[config.mk]
export PLATFORM = sky130hd
export DESIGN_NAME = page_sel_flat
export DESIGN_NICKNAME = d
export VERILOG_FILES = /design/src/rtl/page_sel_pkg.sv /design/src/rtl/page_sel_if.sv /design/src/rtl/page_sel_key_debounce.sv /design/src/rtl/page_sel.sv /design/src/flat_wrapper.sv
export SDC_FILE = /design/constraint.sdc
export NUM_CORES = 1
export LEC_CHECK = 0
export CAP_MARGIN = 10
export CORE_MARGIN = 3
export CORE_UTILIZATION = 56
export DETAILED_ROUTE_END_ITERATION = 12
export GPL_TIMING_DRIVEN = 1
export PLACE_DENSITY = 0.83
export RECOVER_POWER = 100
export SLEW_MARGIN = 5
export SYNTH_ARGS = -nofsm -noshare
export SYNTH_HDL_FRONTEND = slang
export SYNTH_SLANG_ARGS = --single-unit
[constraint.sdc]
create_clock -name sysclk -period 3.2 [get_ports sysclk]
set_input_delay 0.8 -clock sysclk [delete_from_list [all_inputs] [get_ports sysclk]]
set_output_delay 0.8 -clock sysclk [all_outputs]
set_load 0.005 [all_outputs]
[src/rtl/page_sel_pkg.sv]
// page_sel_pkg: shared constants and helpers for the page selector.
//   idx_width : width of a page index, max(1, clog2(n))
//   one_hot   : 16-bit one-hot decode of a 4-bit page index
//   RST_IDX   : page selected out of reset
package page_sel_pkg;

    localparam int unsigned MAX_PAGES = 16;
    localparam int unsigned RST_IDX   = 0;

    function automatic int unsigned idx_width(input int unsigned n);
        return (n <= 2) ? 1 : $clog2(n);
    endfunction

    function automatic logic [MAX_PAGES-1:0] one_hot(input logic [3:0] idx);
        logic [MAX_PAGES-1:0] r;
        r      = '0;
        r[idx] = 1'b1;
        return r;
    endfunction

endpackage

[src/rtl/page_sel_if.sv]
// page_sel_if: button inputs and page-select outputs of the page selector.
//   bt_next / bt_pre / bt_auto : raw push-buttons, active-high, asynchronous
//   enable_sw                  : one-hot plot enable
//   page_idx                   : current page index
//   auto_on                    : auto-advance active
// slave is the selector side, master the button/display side.
interface page_sel_if
    import page_sel_pkg::*;
#(
    parameter int unsigned N_PAGES = 4
);
    localparam int unsigned IW = idx_width(N_PAGES);

    logic               bt_next;
    logic               bt_pre;
    logic               bt_auto;
    logic [N_PAGES-1:0] enable_sw;
    logic [IW-1:0]      page_idx;
    logic               auto_on;

    modport slave (
        input  bt_next,
        input  bt_pre,
        input  bt_auto,
        output enable_sw,
        output page_idx,
        output auto_on
    );

    modport master (
        output bt_next,
        output bt_pre,
        output bt_auto,
        input  enable_sw,
        input  page_idx,
        input  auto_on
    );

endinterface

[src/rtl/page_sel_key_debounce.sv]
// key_debounce: synchronises one raw button and turns a debounced press into a
// single-cycle pulse.
//   sysclk    : system clock
//   rst_n     : asynchronous active-low reset (already release-synchronised)
//   raw       : raw asynchronous button level
//   pressed_p : one-cycle pulse on each accepted 0->1 transition
module key_debounce #(
    parameter int unsigned DEBOUNCE_CYC = 1000000
) (
    input  logic sysclk,
    input  logic rst_n,
    input  logic raw,
    output logic pressed_p
);

    localparam int unsigned CW = (DEBOUNCE_CYC <= 2) ? 1 : $clog2(DEBOUNCE_CYC);

    logic [1:0]    sync_q;
    logic          state_q, state_d;
    logic [CW-1:0] cnt_q, cnt_d;
    logic          press_q, press_d;
    logic          differ, done;

    assign differ = sync_q[1] != state_q;
    assign done   = differ && (cnt_q == CW'(DEBOUNCE_CYC - 1));

    always_comb begin
        cnt_d   = '0;
        state_d = state_q;
        press_d = 1'b0;
        if (done) begin
            state_d = sync_q[1];
            press_d = sync_q[1];
        end else if (differ) begin
            cnt_d = cnt_q + CW'(1);
        end
    end

    always_ff @(posedge sysclk or negedge rst_n) begin
        if (!rst_n) begin
            sync_q  <= '0;
            state_q <= 1'b0;
            cnt_q   <= '0;
            press_q <= 1'b0;
        end else begin
            sync_q  <= {sync_q[0], raw};
            state_q <= state_d;
            cnt_q   <= cnt_d;
            press_q <= press_d;
        end
    end

    assign pressed_p = press_q;

endmodule

[src/rtl/page_sel.sv]
// page_sel: page/plot selector with Next/Previous/Auto buttons.
//   sysclk : system clock
//   rst_n  : asynchronous active-low reset, release synchronised internally
//   bus    : page_sel_if.slave carrying raw buttons and enable_sw/page_idx/auto_on
module page_sel
    import page_sel_pkg::*;
#(
    parameter int unsigned N_PAGES      = 4,
    parameter int unsigned DEBOUNCE_CYC = 1000000,
    parameter int unsigned AUTO_PERIOD  = 268435456,
    parameter int unsigned WRAP         = 1
) (
    input  logic        sysclk,
    input  logic        rst_n,
    page_sel_if.slave   bus
);

    localparam int unsigned IW = idx_width(N_PAGES);
    localparam int unsigned TW = (AUTO_PERIOD <= 2) ? 1 : $clog2(AUTO_PERIOD);
    localparam logic [IW-1:0] LAST = IW'(N_PAGES - 1);

    logic [1:0]    rst_sync_q;
    logic          rst_int_n;
    logic          next_p, pre_p, auto_p;
    logic [IW-1:0] idx_q, idx_d;
    logic          auto_q, auto_d;
    logic [TW-1:0] timer_q, timer_d;
    logic          step_up, step_dn, manual, tick, auto_step;

    // Assert asynchronously, release two clocks later.
    always_ff @(posedge sysclk or negedge rst_n) begin
        if (!rst_n) begin
            rst_sync_q <= '0;
        end else begin
            rst_sync_q <= {rst_sync_q[0], 1'b1};
        end
    end
    assign rst_int_n = rst_sync_q[1];

    key_debounce #(.DEBOUNCE_CYC(DEBOUNCE_CYC)) u_deb_next (
        .sysclk    (sysclk),
        .rst_n     (rst_int_n),
        .raw       (bus.bt_next),
        .pressed_p (next_p)
    );

    key_debounce #(.DEBOUNCE_CYC(DEBOUNCE_CYC)) u_deb_pre (
        .sysclk    (sysclk),
        .rst_n     (rst_int_n),
        .raw       (bus.bt_pre),
        .pressed_p (pre_p)
    );

    key_debounce #(.DEBOUNCE_CYC(DEBOUNCE_CYC)) u_deb_auto (
        .sysclk    (sysclk),
        .rst_n     (rst_int_n),
        .raw       (bus.bt_auto),
        .pressed_p (auto_p)
    );

    // Next and Previous together cancel out.
    assign step_up   = next_p && !pre_p;
    assign step_dn   = pre_p && !next_p;
    assign manual    = step_up || step_dn;
    assign tick      = auto_q && (timer_q == TW'(AUTO_PERIOD - 1));
    assign auto_step = tick && !manual;

    always_comb begin
        idx_d  = idx_q;
        auto_d = auto_q ^ auto_p;
        if (step_up || auto_step) begin
            if (idx_q == LAST) begin
                if (WRAP != 0) begin
                    idx_d = '0;
                end else if (auto_step) begin
                    // Auto-advance has nowhere to go: stop it.
                    auto_d = 1'b0;
                end
            end else begin
                idx_d = idx_q + IW'(1);
            end
        end else if (step_dn) begin
            if (idx_q == '0) begin
                if (WRAP != 0) begin
                    idx_d = LAST;
                end
            end else begin
                idx_d = idx_q - IW'(1);
            end
        end
    end

    always_comb begin
        timer_d = timer_q + TW'(1);
        if (!auto_q || auto_p || manual || tick) begin
            timer_d = '0;
        end
    end

    always_ff @(posedge sysclk or negedge rst_int_n) begin
        if (!rst_int_n) begin
            idx_q   <= IW'(RST_IDX);
            auto_q  <= 1'b0;
            timer_q <= '0;
        end else begin
            idx_q   <= idx_d;
            auto_q  <= auto_d;
            timer_q <= timer_d;
        end
    end

    assign bus.page_idx  = idx_q;
    assign bus.auto_on   = auto_q;
    assign bus.enable_sw = N_PAGES'(one_hot(4'(idx_q)));

endmodule
[src/flat_wrapper.sv]
// flat-port wrapper written by rule: the top's interface ports become plain ports
module page_sel_flat import page_sel_pkg::*;
#(
    parameter int unsigned N_PAGES      = 4,
    parameter int unsigned DEBOUNCE_CYC = 1000000,
    parameter int unsigned AUTO_PERIOD  = 268435456,
    parameter int unsigned WRAP         = 1
)
  (sysclk, rst_n, bus_bt_next, bus_bt_pre, bus_bt_auto, bus_enable_sw, bus_page_idx, bus_auto_on);
  page_sel_if #(.N_PAGES(N_PAGES)) bus_i ();
  input  logic sysclk;
  input  logic rst_n;
  input wire logic [$bits(bus_i.bt_next)-1:0] bus_bt_next;
  input wire logic [$bits(bus_i.bt_pre)-1:0] bus_bt_pre;
  input wire logic [$bits(bus_i.bt_auto)-1:0] bus_bt_auto;
  output wire logic [$bits(bus_i.enable_sw)-1:0] bus_enable_sw;
  output wire logic [$bits(bus_i.page_idx)-1:0] bus_page_idx;
  output wire logic [$bits(bus_i.auto_on)-1:0] bus_auto_on;
  assign bus_i.bt_next = bus_bt_next;
  assign bus_i.bt_pre = bus_bt_pre;
  assign bus_i.bt_auto = bus_bt_auto;
  assign bus_enable_sw = bus_i.enable_sw;
  assign bus_page_idx = bus_i.page_idx;
  assign bus_auto_on = bus_i.auto_on;
  page_sel #(.N_PAGES(N_PAGES), .DEBOUNCE_CYC(DEBOUNCE_CYC), .AUTO_PERIOD(AUTO_PERIOD), .WRAP(WRAP)) u_core (.sysclk(sysclk), .rst_n(rst_n), .bus(bus_i));
endmodule
==> reports/metrics.cfg <==
[layout]
final_cell_mix = 105 x dfrtp_1, 61 x nor2_1, 32 x nand3_1
area_growth_pct = 8.020
layout.nets = 537
n_fill_cell = 727
fin_util = 0.6269
final_layout_size_suffix_gt1_frac = 0.05513
final_common_cell = dfrtp_1
antenna_cells = 0

[placement]
gp_congestion = 0.8710
portBuffers = 11
hpwlAfterDp_um = 6732

[critical_path]
reg2reg_setup_slack_ps = 540
cp_data_arrival_time_ps = 2910
cp_max_fo = 11
cp.required_ps = 3450
critPathKind = flop to flop
r2r-start = u_core.timer_q[0]
timing.rr.end = u_core.timer_q[14]
reg2reg_depth = 6
start_kind = flop
cp-end-kind = flop

[synthesis]
ys_ff_latch = 105
ys_types = 39
synth_top_area_frac = 0.5166
synthAdderAreaFrac = 0.02706
synth_edf_count = 0
synthSimpleGateAreaFrac = 0.2391
synth_largest_area_cell = dfrtp_1
syn-instance-count = 507
syn_nets = 523
muxShareOfSynthArea = 0.01722
synth_xor_area_frac = 0.09299
yosysSeqAreaShare = 0.5166
ys.flop_type = dfrtp_1
synth_area_mm2 = 0.005086
synthArstFlopShare = 1.000
synth_top_family_by_area = simple AND/OR/NAND/NOR gates
synth_area_leaders = dfrtp_1 52%, xor2_1 5.2%, nor2_1 4.5%, xnor2_1 4.1%, nand3_1 3.1%
ys_warn_count = 0
post_synth.cell_area_avg_um2 = 10.03
synth_compound_area_frac = 0.07897

[timing]
rsz0062_at_grt = no
worst_hold_slack_ps = 360.0
fin_setup_tns_ps = 0
post-route-min-period_ps = 2657
maxSlewViolCount = 58
maxSlewHeadroom = -0.4560
tightest_slew_ps = 2184
max_freq_mhz = 376.4
period_share = 0.8302
worst_clock_skew_ps = 13.51
finalHoldViolations = 0
setup_viol = 0

[flow_run]
drv_cap = 1

[global_route]
grt_max_degree = 58
grt_pass1_wl_um = 17230
track_usage = 0.2086
grt_pass1_vias = 3786
antenna_found_initial = 0
overflow = 0

[floorplan]
ios = 12
dieArea_mm2 = 0.01026
fp-row-count = 34
chipHeight_um = 101.3
core-area_mm2 = 0.008763
fp.dieW_um = 101.3
initial_core_util = 0.5804

[clocking]
cts_resized = 0
cts_tree = done
postCtsHoldBufs = 0
cts-root-buf = clkbuf_8
clock_path_buffers = 2
postCtsSetupRepairBufs = 0
cts.htree.levels = 3
path_clk_slew_ps = 100
clock-sinks = 105
worstSkewPairLatency_ps = 380
cts_buffers = 9

[drt]
drt_iter0_markers = 114
num_vias = 3777
drcViolationCount = 0
wl_um = 9700
first_pass_iters = 5
ant_nets = 0
viasPerCell = 5.957
wl_per_cell_um = 15.30

[hold_path]
min_from = u_core.u_deb_auto.sync_q[0]
min_to = u_core.u_deb_auto.sync_q[1]
hold_path.class = flop to flop
min_path_cells = 0

[power_and_ir_drop]
leakage_nw = 2.236
power_per_cell_area_mw_per_mm2 = 412.6
power_w = 0.002267
ir_drop_v = 0.0003045

[outcome]
violations = capacitance limit, slew limit
status = complete, but fails checks

[metal layers]
metal	global-route usage	vias to the layer above	wire [um]	part of all wire
met3	0.03994	22	442	0.046
met2	0.3526	89	4886	0.50
met4	0.08384	0	216	0.022
met1	0.2647	1835	4154	0.43
li1	-	1831	-	-
met5	0	-	0	0
[cell type report]
type                            instances  area, um^2  area share
Clock buffer                           10       127.6     0.02323
Clock inverter                          6       73.82     0.01344
Inverter                               21       78.83     0.01435
Multi-Input combinational cell        367        2313      0.4211
Sequential cell                       105        2628      0.4783
Tap cell                              108       135.1     0.02460
Timing Repair Buffer                   17       137.6     0.02505
[worst max-delay path: stages, from the launching register on]
cell      delay (ps)
dfrtp_1          410
ha_1             220
and4_1           270
nand4_1          400
o31ai_2          780
clkbuf_1         360
a21oi_1          100
[where the power goes]
| group | switching, W | internal, W |
|---|---|---|
| clock | 0.000476 | 0.000375 |
| combinational | 0.0000332 | 0.0000161 |
| sequential | 0.0000264 | 0.00134 |
| total | 0.000536 | 0.00173 |
[flip-flops by register name, indices dropped and copies added (netlist names), 2 cells and up]
| register | cells |
|---|---|
| u_core.timer_q | 28 |
| u_core.u_deb_auto.cnt_q | 20 |
| u_core.u_deb_next.cnt_q | 20 |
| u_core.u_deb_pre.cnt_q | 20 |
| u_core.bus.page_idx | 2 |
| u_core.rst_sync_q | 2 |
| u_core.u_deb_auto.sync_q | 2 |
| u_core.u_deb_next.sync_q | 2 |
| u_core.u_deb_pre.sync_q | 2 |
[cell usage after synthesis (11+ instances only)]
cell type  number
o31ai_1        13
nor2_1         61
o21ai_0        16
dfrtp_1       105
xor2_1         30
or4_1          16
clkbuf_1       13
nand4_1        16
ha_1           11
nand2_1        30
xnor2_1        24
nor3_1         13
a21oi_1        28
nand3_1        32
or3_1          17
inv_1          21
[cell families (layout without fill, tap and decap cells)]
kind of cell | Yosys count | in the layout
muxes | 8 | 8
and+or+nand+nor | 229 | 229
other | 1 | 1
xor gates and xnor gates | 54 | 54
adders and majority gates | 11 | 11
buffers and inverters | 35 | 54
AOI/OAI and AO/OA | 64 | 64
DFF | 105 | 105
[metrics by stage]
step	std cells	setup WS (ps)	instance area, um^2
after global routing	634	282.1	5494
final	634	543.3	5494
after floorplan	507	58.45	5086
after detailed placement	618	669.2	5330
after CTS	634	673.3	5532
after global placement	618	832.3	5330
[worst max-delay path by stage]
stage                                     from            endpoint  cells after the start
after global routing      u_core.rst_sync_q[1]   u_core.timer_q[5]                      1
after global placement       u_core.timer_q[0]  u_core.timer_q[14]                      6
final                        u_core.timer_q[0]  u_core.timer_q[14]                      6
after detailed placement     u_core.timer_q[0]  u_core.timer_q[14]                      6
after CTS                    u_core.timer_q[0]  u_core.timer_q[14]                      6
after floorplan           u_core.rst_sync_q[1]  u_core.bus.auto_on                      0
No activity file was read; power rests on OpenSTA's default activity.
